## config.mk

```make
export PLATFORM = sky130hd
export DESIGN_NAME = loop_unit_flat
export DESIGN_NICKNAME = d
export VERILOG_FILES = /design/src/rtl/loop_unit_pkg.sv /design/src/rtl/loop_unit_if.sv /design/src/rtl/loop_unit_stack.sv /design/src/rtl/loop_unit.sv /design/src/flat_wrapper.sv
export SDC_FILE = /design/constraint.sdc
export NUM_CORES = 1
export LEC_CHECK = 0
export ABC_AREA = 1
export CAP_MARGIN = 20
export CORE_MARGIN = 4
export CORE_UTILIZATION = 25
export CTS_CLUSTER_SIZE = 12
export DETAILED_ROUTE_END_ITERATION = 7
export SLEW_MARGIN = 25
export SYNTH_ARGS = -nofsm -noshare
export SYNTH_HDL_FRONTEND = slang
export SYNTH_HIERARCHICAL = 1
export SYNTH_SLANG_ARGS = --single-unit
```

## constraint.sdc

```tcl
create_clock -name clk -period 4 [get_ports clk]
set_clock_uncertainty 0.15 [all_clocks]
set_input_delay 1 -clock clk [delete_from_list [all_inputs] [get_ports clk]]
set_output_delay 1 -clock clk [all_outputs]
set_load 0.05 [all_outputs]
```

## src/rtl/loop_unit_pkg.sv

```systemverilog
`default_nettype none
// ============================================================================
// Module   : loop_unit_pkg
// Purpose  : Shared types and constants for the BeeF loop-control slice:
//            program counter / op_code types, bracket op codes, loop FSM
//            states and the ALU increment used to form return addresses.
// Revision : 1.0 - initial release
// ============================================================================
package loop_unit_pkg;

    typedef logic [15:0] PROGRAM_COUNTER;
    typedef logic [8:0]  op_code;

    // Bracket op codes use the ASCII value of the source character.
    localparam op_code OP_LOOP_OPEN  = 9'h05B;  // '['
    localparam op_code OP_LOOP_CLOSE = 9'h05D;  // ']'

    typedef enum logic [1:0] {
        RUN   = 2'd0,
        SKIP  = 2'd1,
        FAULT = 2'd2
    } LOOP_STATE;

    typedef enum logic [1:0] {
        ALU_INC  = 2'd0,
        ALU_DEC  = 2'd1,
        ALU_PASS = 2'd2
    } alu_op_t;

    // Program-counter ALU; arithmetic wraps modulo 2^16.
    function automatic PROGRAM_COUNTER alu(input alu_op_t op, input PROGRAM_COUNTER a);
        case (op)
            ALU_INC: return a + 16'd1;
            ALU_DEC: return a - 16'd1;
            default: return a;
        endcase
    endfunction

endpackage : loop_unit_pkg
`default_nettype wire

```

## src/rtl/loop_unit_if.sv

```systemverilog
`default_nettype none
// ============================================================================
// Module   : loop_unit_if
// Purpose  : Fetch/execute side bus of the loop unit.
//            master : loop_unit (consumes instruction/pc/cell_zero/exec_ready,
//                     drives pc_write/pc_src/pc_loaded/exec_valid/
//                     loop_depth/fault)
//            slave  : fetch/execute environment (opposite directions)
// Revision : 1.0 - initial release
// ============================================================================
interface loop_unit_if #(
    parameter int STACK_DEPTH = 16
) ();
    import loop_unit_pkg::*;

    op_code                         instruction;
    PROGRAM_COUNTER                 pc;
    logic                           cell_zero;
    logic                           exec_ready;
    logic                           pc_write;
    logic                           pc_src;
    PROGRAM_COUNTER                 pc_loaded;
    logic                           exec_valid;
    logic [$clog2(STACK_DEPTH):0]   loop_depth;
    logic                           fault;

    modport master (
        input  instruction, pc, cell_zero, exec_ready,
        output pc_write, pc_src, pc_loaded, exec_valid, loop_depth, fault
    );

    modport slave (
        output instruction, pc, cell_zero, exec_ready,
        input  pc_write, pc_src, pc_loaded, exec_valid, loop_depth, fault
    );

endinterface : loop_unit_if
`default_nettype wire

```

## src/rtl/loop_unit_stack.sv

```systemverilog
`default_nettype none
// ============================================================================
// Module   : loop_stack
// Purpose  : LIFO of loop return addresses.
// Ports    : clk, reset_n (async active-low), push_i/pop_i (ignored when
//            full/empty), data_i (value to push), top_o (most recent entry),
//            full_o, empty_o, count_o (occupancy, 0..DEPTH)
// Revision : 1.0 - initial release
// ============================================================================
module loop_stack #(
    parameter int DEPTH  = 16,
    parameter int DATA_W = 16
) (
    input  wire logic                       clk,
    input  wire logic                       reset_n,
    input  wire logic                       push_i,
    input  wire logic                       pop_i,
    input  wire logic [DATA_W-1:0]          data_i,
    output logic      [DATA_W-1:0]          top_o,
    output logic                            full_o,
    output logic                            empty_o,
    output logic      [$clog2(DEPTH):0]     count_o
);
    localparam int AW = $clog2(DEPTH);

    logic [AW:0]        sp_q, sp_d;
    logic [DATA_W-1:0]  mem_q [DEPTH];
    logic [AW-1:0]      top_idx;

    assign full_o  = (sp_q == (AW+1)'(DEPTH));
    assign empty_o = (sp_q == '0);
    assign count_o = sp_q;

    // Index wraps to DEPTH-1 when empty; top_o is then meaningless but harmless.
    assign top_idx = sp_q[AW-1:0] - 1'b1;
    assign top_o   = mem_q[top_idx];

    always_comb begin
        sp_d = sp_q;
        if (push_i && !full_o) begin
            sp_d = sp_q + 1'b1;
        end else if (pop_i && !empty_o) begin
            sp_d = sp_q - 1'b1;
        end
    end

    always_ff @(posedge clk or negedge reset_n) begin
        if (!reset_n) begin
            sp_q <= '0;
        end else begin
            sp_q <= sp_d;
        end
    end

    // Storage needs no reset: entries above sp are never observed.
    always_ff @(posedge clk) begin
        if (push_i && !full_o) begin
            mem_q[sp_q[AW-1:0]] <= data_i;
        end
    end

endmodule : loop_stack
`default_nettype wire

```

## src/rtl/loop_unit.sv

```systemverilog
`default_nettype none
// ============================================================================
// Module   : loop_unit
// Purpose  : Loop-bracket controller between fetch and execute. Maintains a
//            return-address stack for '[' / ']', forward-skips loop bodies
//            entered with a zero cell, squashes skipped instructions and
//            steers the fetch pc.
// Ports    : clk, reset_n (async active-low)
//            bus (loop_unit_if.master): instruction, pc, cell_zero,
//            exec_ready in; pc_write, pc_src, pc_loaded, exec_valid,
//            loop_depth, fault out
// Revision : 1.0 - initial release
// ============================================================================
module loop_unit
    import loop_unit_pkg::*;
#(
    parameter int STACK_DEPTH = 16,
    parameter int SKIP_W      = 8
) (
    input  wire logic       clk,
    input  wire logic       reset_n,
    loop_unit_if.master     bus
);
    LOOP_STATE          state_q, state_d;
    logic [SKIP_W-1:0]  skip_cnt_q, skip_cnt_d;

    logic               push, pop;
    logic               stk_full, stk_empty;
    PROGRAM_COUNTER     stk_top, ret_addr;
    logic [$clog2(STACK_DEPTH):0] stk_count;

    logic               pc_write, pc_src, exec_valid;
    logic               is_open, is_close;

    assign is_open  = (bus.instruction == OP_LOOP_OPEN);
    assign is_close = (bus.instruction == OP_LOOP_CLOSE);
    assign ret_addr = alu(ALU_INC, bus.pc);

    loop_stack #(
        .DEPTH  (STACK_DEPTH),
        .DATA_W (16)
    ) u_stack (
        .clk     (clk),
        .reset_n (reset_n),
        .push_i  (push),
        .pop_i   (pop),
        .data_i  (ret_addr),
        .top_o   (stk_top),
        .full_o  (stk_full),
        .empty_o (stk_empty),
        .count_o (stk_count)
    );

    always_ff @(posedge clk or negedge reset_n) begin
        if (!reset_n) begin
            state_q    <= RUN;
            skip_cnt_q <= '0;
        end else if (bus.exec_ready) begin
            state_q    <= state_d;
            skip_cnt_q <= skip_cnt_d;
        end
    end

    always_comb begin
        state_d    = state_q;
        skip_cnt_d = skip_cnt_q;
        push       = 1'b0;
        pop        = 1'b0;
        pc_write   = 1'b0;
        pc_src     = 1'b0;
        exec_valid = 1'b0;

        case (state_q)
            RUN: begin
                pc_write   = 1'b1;
                exec_valid = 1'b1;
                if (is_open) begin
                    if (bus.cell_zero) begin
                        exec_valid = 1'b0;
                        skip_cnt_d = SKIP_W'(1);
                        state_d    = SKIP;
                    end else if (stk_full) begin
                        pc_write   = 1'b0;
                        exec_valid = 1'b0;
                        state_d    = FAULT;
                    end else begin
                        push = 1'b1;
                    end
                end else if (is_close) begin
                    if (stk_empty) begin
                        pc_write   = 1'b0;
                        exec_valid = 1'b0;
                        state_d    = FAULT;
                    end else if (bus.cell_zero) begin
                        pop = 1'b1;
                    end else begin
                        pc_src = 1'b1;
                    end
                end
            end

            SKIP: begin
                pc_write = 1'b1;
                if (is_open) begin
                    if (&skip_cnt_q) begin
                        pc_write = 1'b0;
                        state_d  = FAULT;
                    end else begin
                        skip_cnt_d = skip_cnt_q + 1'b1;
                    end
                end else if (is_close) begin
                    skip_cnt_d = skip_cnt_q - 1'b1;
                    if (skip_cnt_q == SKIP_W'(1)) begin
                        state_d = RUN;
                    end
                end
            end

            default: begin
                // FAULT: everything held off until reset.
            end
        endcase

        if (!bus.exec_ready) begin
            pc_write   = 1'b0;
            exec_valid = 1'b0;
            push       = 1'b0;
            pop        = 1'b0;
        end

        // Fetch needs pc_write high during reset to load pc=0.
        if (!reset_n) begin
            pc_write   = 1'b1;
            pc_src     = 1'b0;
            exec_valid = 1'b0;
            push       = 1'b0;
            pop        = 1'b0;
        end
    end

    assign bus.pc_write   = pc_write;
    assign bus.pc_src     = pc_src;
    assign bus.exec_valid = exec_valid;
    assign bus.pc_loaded  = reset_n ? stk_top : '0;
    assign bus.loop_depth = stk_count;
    assign bus.fault      = (state_q == FAULT);

endmodule : loop_unit
`default_nettype wire

```

## src/flat_wrapper.sv

```systemverilog
// flat-port wrapper written by rule: the top's interface ports become plain ports
module loop_unit_flat import loop_unit_pkg::*;
#(
    parameter int STACK_DEPTH = 16,
    parameter int SKIP_W      = 8
)
  (clk, reset_n, bus_instruction, bus_pc, bus_cell_zero, bus_exec_ready, bus_pc_write, bus_pc_src, bus_pc_loaded, bus_exec_valid, bus_loop_depth, bus_fault);
  loop_unit_if #(.STACK_DEPTH(STACK_DEPTH)) bus_i ();
  input  wire logic clk;
  input  wire logic reset_n;
  input wire logic [$bits(bus_i.instruction)-1:0] bus_instruction;
  input wire logic [$bits(bus_i.pc)-1:0] bus_pc;
  input wire logic [$bits(bus_i.cell_zero)-1:0] bus_cell_zero;
  input wire logic [$bits(bus_i.exec_ready)-1:0] bus_exec_ready;
  output wire logic [$bits(bus_i.pc_write)-1:0] bus_pc_write;
  output wire logic [$bits(bus_i.pc_src)-1:0] bus_pc_src;
  output wire logic [$bits(bus_i.pc_loaded)-1:0] bus_pc_loaded;
  output wire logic [$bits(bus_i.exec_valid)-1:0] bus_exec_valid;
  output wire logic [$bits(bus_i.loop_depth)-1:0] bus_loop_depth;
  output wire logic [$bits(bus_i.fault)-1:0] bus_fault;
  assign bus_i.instruction = bus_instruction;
  assign bus_i.pc = bus_pc;
  assign bus_i.cell_zero = bus_cell_zero;
  assign bus_i.exec_ready = bus_exec_ready;
  assign bus_pc_write = bus_i.pc_write;
  assign bus_pc_src = bus_i.pc_src;
  assign bus_pc_loaded = bus_i.pc_loaded;
  assign bus_exec_valid = bus_i.exec_valid;
  assign bus_loop_depth = bus_i.loop_depth;
  assign bus_fault = bus_i.fault;
  loop_unit #(.STACK_DEPTH(STACK_DEPTH), .SKIP_W(SKIP_W)) u_core (.clk(clk), .reset_n(reset_n), .bus(bus_i));
endmodule
```

[Word level (Yosys, flattened, before mapping)]
Memory sizes are Yosys's and may differ from the RTL's.
Index checks and enable logic that the tools add are counted.
Storage, ports and cells
  register bits after elaboration: 15
  bits in latches: 0
  RAM bits: 256
  bits in read-only memories: 0
  output and inout bits: 25
  logic and storage cells: 89
  memories: 1
Memory list
  u_core.u_stack.mem_q: words 16, bits a word 16, read ports 1, clocked after memory_dff 0, write ports 1, line loop_unit_stack.sv:27  | logic [DATA_W-1:0] mem_q [DEPTH];
Operators by class
  add/sub/neg operators: 6
  multipliers: 0
  divide/modulo/power cells: 0
  order comparisons: 0
  equal/unequal tests: 15
  shifts and indexed selects: 0
  mux-type cells: 53
  bitwise gates (word level): 0
  reduce and logical (&&, ||, !) cells: 11
Operators with widths (number)
  $mux W8: 5
  $mux W1: 33
  $eq A9 B7 Y1 const B: 2
  $mux W2: 9
  $add A16 B1 Y16 const B: 1
  $mux W16: 1
  $pmux W8 S2: 1
  $reduce_and A8 Y1: 2
  $mux W5: 2
  $ne A3 B1 Y1 const B: 3
  $add A8 B1 Y8 const B: 1
  $eq A8 B1 Y1 const B: 1
  $sub A8 B1 Y8 const B: 1
  $ne A3 B3 Y1 const B: 2
  $reduce_and A6 Y1: 1
  $add A5 B1 Y5 const B: 1
  $eq A5 B5 Y1 const B: 1
  $logic_not A5 Y1: 1
  $sub A5 B1 Y5 const B: 1
  $ne A4 B4 Y1 const B: 1
  $pmux W2 S2: 1
  $reduce_bool A2 Y1: 2
  $sub A4 B1 Y4 const B: 1
  $ne A3 B2 Y1 const B: 1
  other kinds (8): 10

[Longest topological paths before layout]
  word-level depth: 10
  depth in mapped cells: 19
  mapped depth without buffers: 15

[Cells and area by module]
Netlist, hierarchy kept.
Modules (own cells, without submodules)
  loop_stack: times used 1, cells an instance 903, area an instance 10707.8 sq um
  loop_unit: times used 1, cells an instance 262, area an instance 1562.7 sq um

[Least setup slack after synthesis]
No wires, ideal clock.
  path kind: reg-to-output
  start: register u_core.u_stack.sp_q[0], in the netlist u_core/u_stack/count_o[0]
  end: output port bus_pc_src
  arrival time: 3005 ps
  required time: 2850 ps
  path slack: -155 ps
  cell stages (with the launch flop): 12
  path buffers: 4
  cell sequence: dfrtp_1 > buf_4 > inv_2 > buf_6 > buf_4 > buf_2 > ha_1 > nand3_1 > inv_1 > inv_1 > nand3_1 > nor3_1
Between the ends
  cells in the longest elaborated chain, start to end: 6
RTL lines
  start, declared: line loop_unit_stack.sv:26  | logic [AW:0] sp_q, sp_d;
  start signal, assigned: line loop_unit_stack.sv:51  | sp_q <= sp_d;
  $logic_not A5 Y1: line loop_unit_stack.sv:31  | assign empty_o = (sp_q == '0);
  named net u_core.stk_empty: line loop_unit.sv:28  | logic stk_full, stk_empty;
  $mux W1: line loop_unit.sv:90  | if (stk_empty) begin
  $mux W1: line loop_unit.sv:89  | end else if (is_close) begin
  $mux W1: line loop_unit.sv:77  | if (is_open) begin
  $mux W1: line loop_unit.sv:73  | case (state_q)
  $mux W1: line loop_unit.sv:132  | if (!reset_n) begin
  end, declared: line flat_wrapper.sv:16  | output wire logic [$bits(bus_i.pc_src)-1:0] bus_pc_src;
The timed path passes the listed nets, and every way through them passes these cells.

[Worst setup path in the final report]
  start: register u_core.u_stack.sp_q[1], in the netlist u_core/u_stack/count_o[1]
  end: output port bus_pc_loaded[11]
Between the ends
  cells in the longest elaborated chain, start to end: 3
RTL lines
  $sub A4 B1 Y4: line loop_unit_stack.sv:35  | assign top_idx = sp_q[AW-1:0] - 1'b1;
  $mem_v2 Z16 W16
  named net u_core.stk_top[11]: line loop_unit.sv:29  | PROGRAM_COUNTER stk_top, ret_addr;
  $mux W16: line loop_unit.sv:144  | assign bus.pc_loaded = reset_n ? stk_top : '0;
  end, declared: line flat_wrapper.sv:17  | output wire logic [$bits(bus_i.pc_loaded)-1:0] bus_pc_loaded;
The timed path passes the listed nets, and every way through them passes these cells.

==> results.json <==
{
  "synth_most_common_cell": "nor2_1",
  "intPower_mw": 4.51,
  "yosys-top-cells-area": "edfxtp_1, nor2_1, nand3_1",
  "clk_latency_ns": 0.53,
  "cts_hold_buffers": 0,
  "wl_met3_mm": 1.87,
  "setup-tns-final_ns": 0,
  "cts_sinks": 271,
  "die_h_um": 230,
  "synth_ff_type": "edfxtp_1",
  "ir_drop_v": 0.000313,
  "wl_met2_mm": 14.2,
  "cts_root_buf": "clkbuf_16",
  "htree_levels": 1,
  "end_kind": "primary output",
  "synth.cell_area_um2": 12300,
  "pin_count": 54,
  "tightest_slew_ns": 0.935,
  "period_minus_slack_ns": 3.87,
  "gp_congestion": 0.845,
  "crit_required_ns": 2.85,
  "vias": 8614,
  "yosysTopAreaCell": "edfxtp_1",
  "fin_area_um2": 14900,
  "maxSlewViolCount": 0,
  "cts_tree": "built",
  "crit_fanout": 23,
  "multiInputGateArea_um2": 3770,
  "core-area_um2": 48100,
  "dieArea_um2": 52700,
  "grt_pass1_vias": 8292,
  "nets": 1291,
  "synthTopCellsByCount": "nor2_1, edfxtp_1, nand2_1",
  "initial_core_util": 0.255,
  "synth_top_area_frac": 0.626,
  "switching_share": 0.204,
  "dp_hpwl_mm": 18.8,
  "antenna_found_initial": 0,
  "yosysSeqAreaShare": 0.657,
  "overflow": 0,
  "power_frac_clock": 0.418,
  "io_buffers": 53,
  "dpl_cell_area_um2": 14100,
  "finalCritPeriodShare": 0.967,
  "path_clk_slew_ns": 0.06,
  "ys_warn_count": 6,
  "power.share.combinational": 0.032,
  "final_core_util": 0.310,
  "final_cells": 1915,
  "final_antenna_net_count": 0,
  "async_reset_ff_frac": 0.0554,
  "clockBufferDepth": 3,
  "p_leak_nw": 5.46,
  "row_count": 80,
  "timing.hold.ws_ns": 0.322,
  "synth_edf_count": 256,
  "netlist_instances": 1165,
  "drtPass1Iterations": 5,
  "crit_arrival_ns": 2.72,
  "remaining_drc_errors": 0,
  "cts_buffers": 28,
  "power_per_cell_area_nw_per_um2": 379,
  "p_sw_mw": 1.15,
  "crit_path_start_kind": "flip-flop",
  "drt_iter0_drc": 895,
  "grt_max_degree": 135,
  "cap_violations": 0,
  "maxSlewHeadroom": 0.374,
  "ys_seq_elements": 271,
  "totalPowerFinal_mw": 5.66,
  "drive_above_1_share": 0.136,
  "finalSetupViolations": 0,
  "num_antenna_cells": 0,
  "synth.distinct_cells": 40,
  "via_per_inst": 4.50,
  "p_seq_frac": 0.550,
  "num-fill-cells": 4873,
  "top_layer": "met4",
  "wl_met1_mm": 14.5,
  "hold_path.class": "primary input to async pin",
  "dp_slack_ns": 0.331,
  "path_class": "flip-flop to primary output",
  "avgRoutedWirePerCell_um": 16.3,
  "grt.total_usage": 0.113,
  "finalHoldViolCount": 0,
  "die_w_um": 230,
  "syn_nets": 1207,
  "outcome": "complete, no violations",
  "max_freq_mhz": 259,
  "drt-total-wl_mm": 31.1,
  "grt_pass1_wl_mm": 48.1,
  "avgSynthCellArea_um2": 10.5,
  "fin_ws_ns": 0.132,
  "regArea_um2": 8070,
  "syn2layout_area_growth_pct": 21.7,
  "placedCellCount": 1872
}
==> placed cells by master (no fill, tap or decap), types with 7 or more instances in the layout <==
cell / n
buf_4: 47
nand3_1: 131
nand2_1: 174
xor2_1: 12
ha_1: 11
inv_2: 7
edfxtp_1: 256
dfrtp_1: 13
buf_12: 25
inv_1: 52
o21ai_0: 117
nor3_2: 7
nor2_1: 252
nand2_2: 8
xnor2_1: 8
nor2_2: 14
clkbuf_16: 28
clkdlybuf4s50_1: 33
==> layout make-up <==
type	count	area share
clock inverters	8	0.00620
clock buffers	32	0.0479
well taps	656	0.0549
multi-input cells	776	0.252
repair buffers	109	0.0823
inverters	63	0.0162
flip-flops and latches	271	0.540
==> power by group through the flow <==
stage | Clock, mW | Sequential [mW] | Combinational, mW
final | 2.37 | 3.11 | 0.181
after global routing | 2.54 | 3.11 | 0.197
after CTS | 2.42 | 3.11 | 0.184
after detailed placement | 0 | 3.17 | 0.184
after global placement | 0 | 3.17 | 0.181
after floorplan | 0 | 3.17 | 0.0710
==> repair_timing <==
item | CTS | global route
endpoints found under the setup margin | 12 | 16
gates resized for setup | 2 | 6
setup buffers | 1 | 2
pin swaps | 0 | 0
==> per-layer routing <==
| metal | GRT usage | vias to the layer above |
|---|---|---|
| li1 | - | 4135 |
| met3 | 0.0189 | 40 |
| met2 | 0.183 | 265 |
| met4 | 0.0217 | 0 |
| met1 | 0.162 | 4174 |
| met5 | 0 | - |
==> worst max-delay path: stages (launching register included) <==
cell	delay, ns
dfrtp_2	0.43
inv_1	0.19
ha_2	0.35
inv_1	0.15
buf_8	0.23
nor2_1	0.07
o21ai_0	0.09
nand3_1	0.11
nand3_1	0.09
nand2_1	0.05
nand2_1	0.16
inv_1	0.10
buf_12	0.16
==> flip-flops by register name, indices dropped and copies added (netlist names) <==
signal / flops
u_core/u_stack/count_o: 5
u_core/u_stack/mem_q: 256
u_core/state_q: 2
u_core/skip_cnt_q: 8
==> kinds of logic after synthesis <==
| family | count (synthesis) | synth area share |
|---|---|---|
| buffers and inverters | 118 | 0.0414 |
| AND/OR/NAND/NOR | 611 | 0.215 |
| XOR/XNOR | 22 | 0.0178 |
| AO/OA/AOI/OAI | 130 | 0.0547 |
| adder cells (fa/ha/maj) | 13 | 0.0139 |
| flip-flops | 271 | 0.657 |
==> worst paths after layout <==
kind / start / endpoint / slack [ns] / cells past startpoint
worst max-delay path: u_core/u_stack/count_o[1] / bus_pc_loaded[11] / 0.13 / 12
worst min register to register: u_core/skip_cnt_q[7] / u_core/skip_cnt_q[7] / 0.39 / 2
worst min-delay path: reset_n / u_core/skip_cnt_q[3] / 0.32 / 1
max in group asynchronous: reset_n / u_core/skip_cnt_q[0] / 2.83 / 2
worst max register to register: u_core/u_stack/count_o[0] / u_core/u_stack/count_o[4] / 1.13 / 16
min in group clk: u_core/skip_cnt_q[7] / u_core/skip_cnt_q[7] / 0.39 / 2
(Power assumes the default switching activity.)
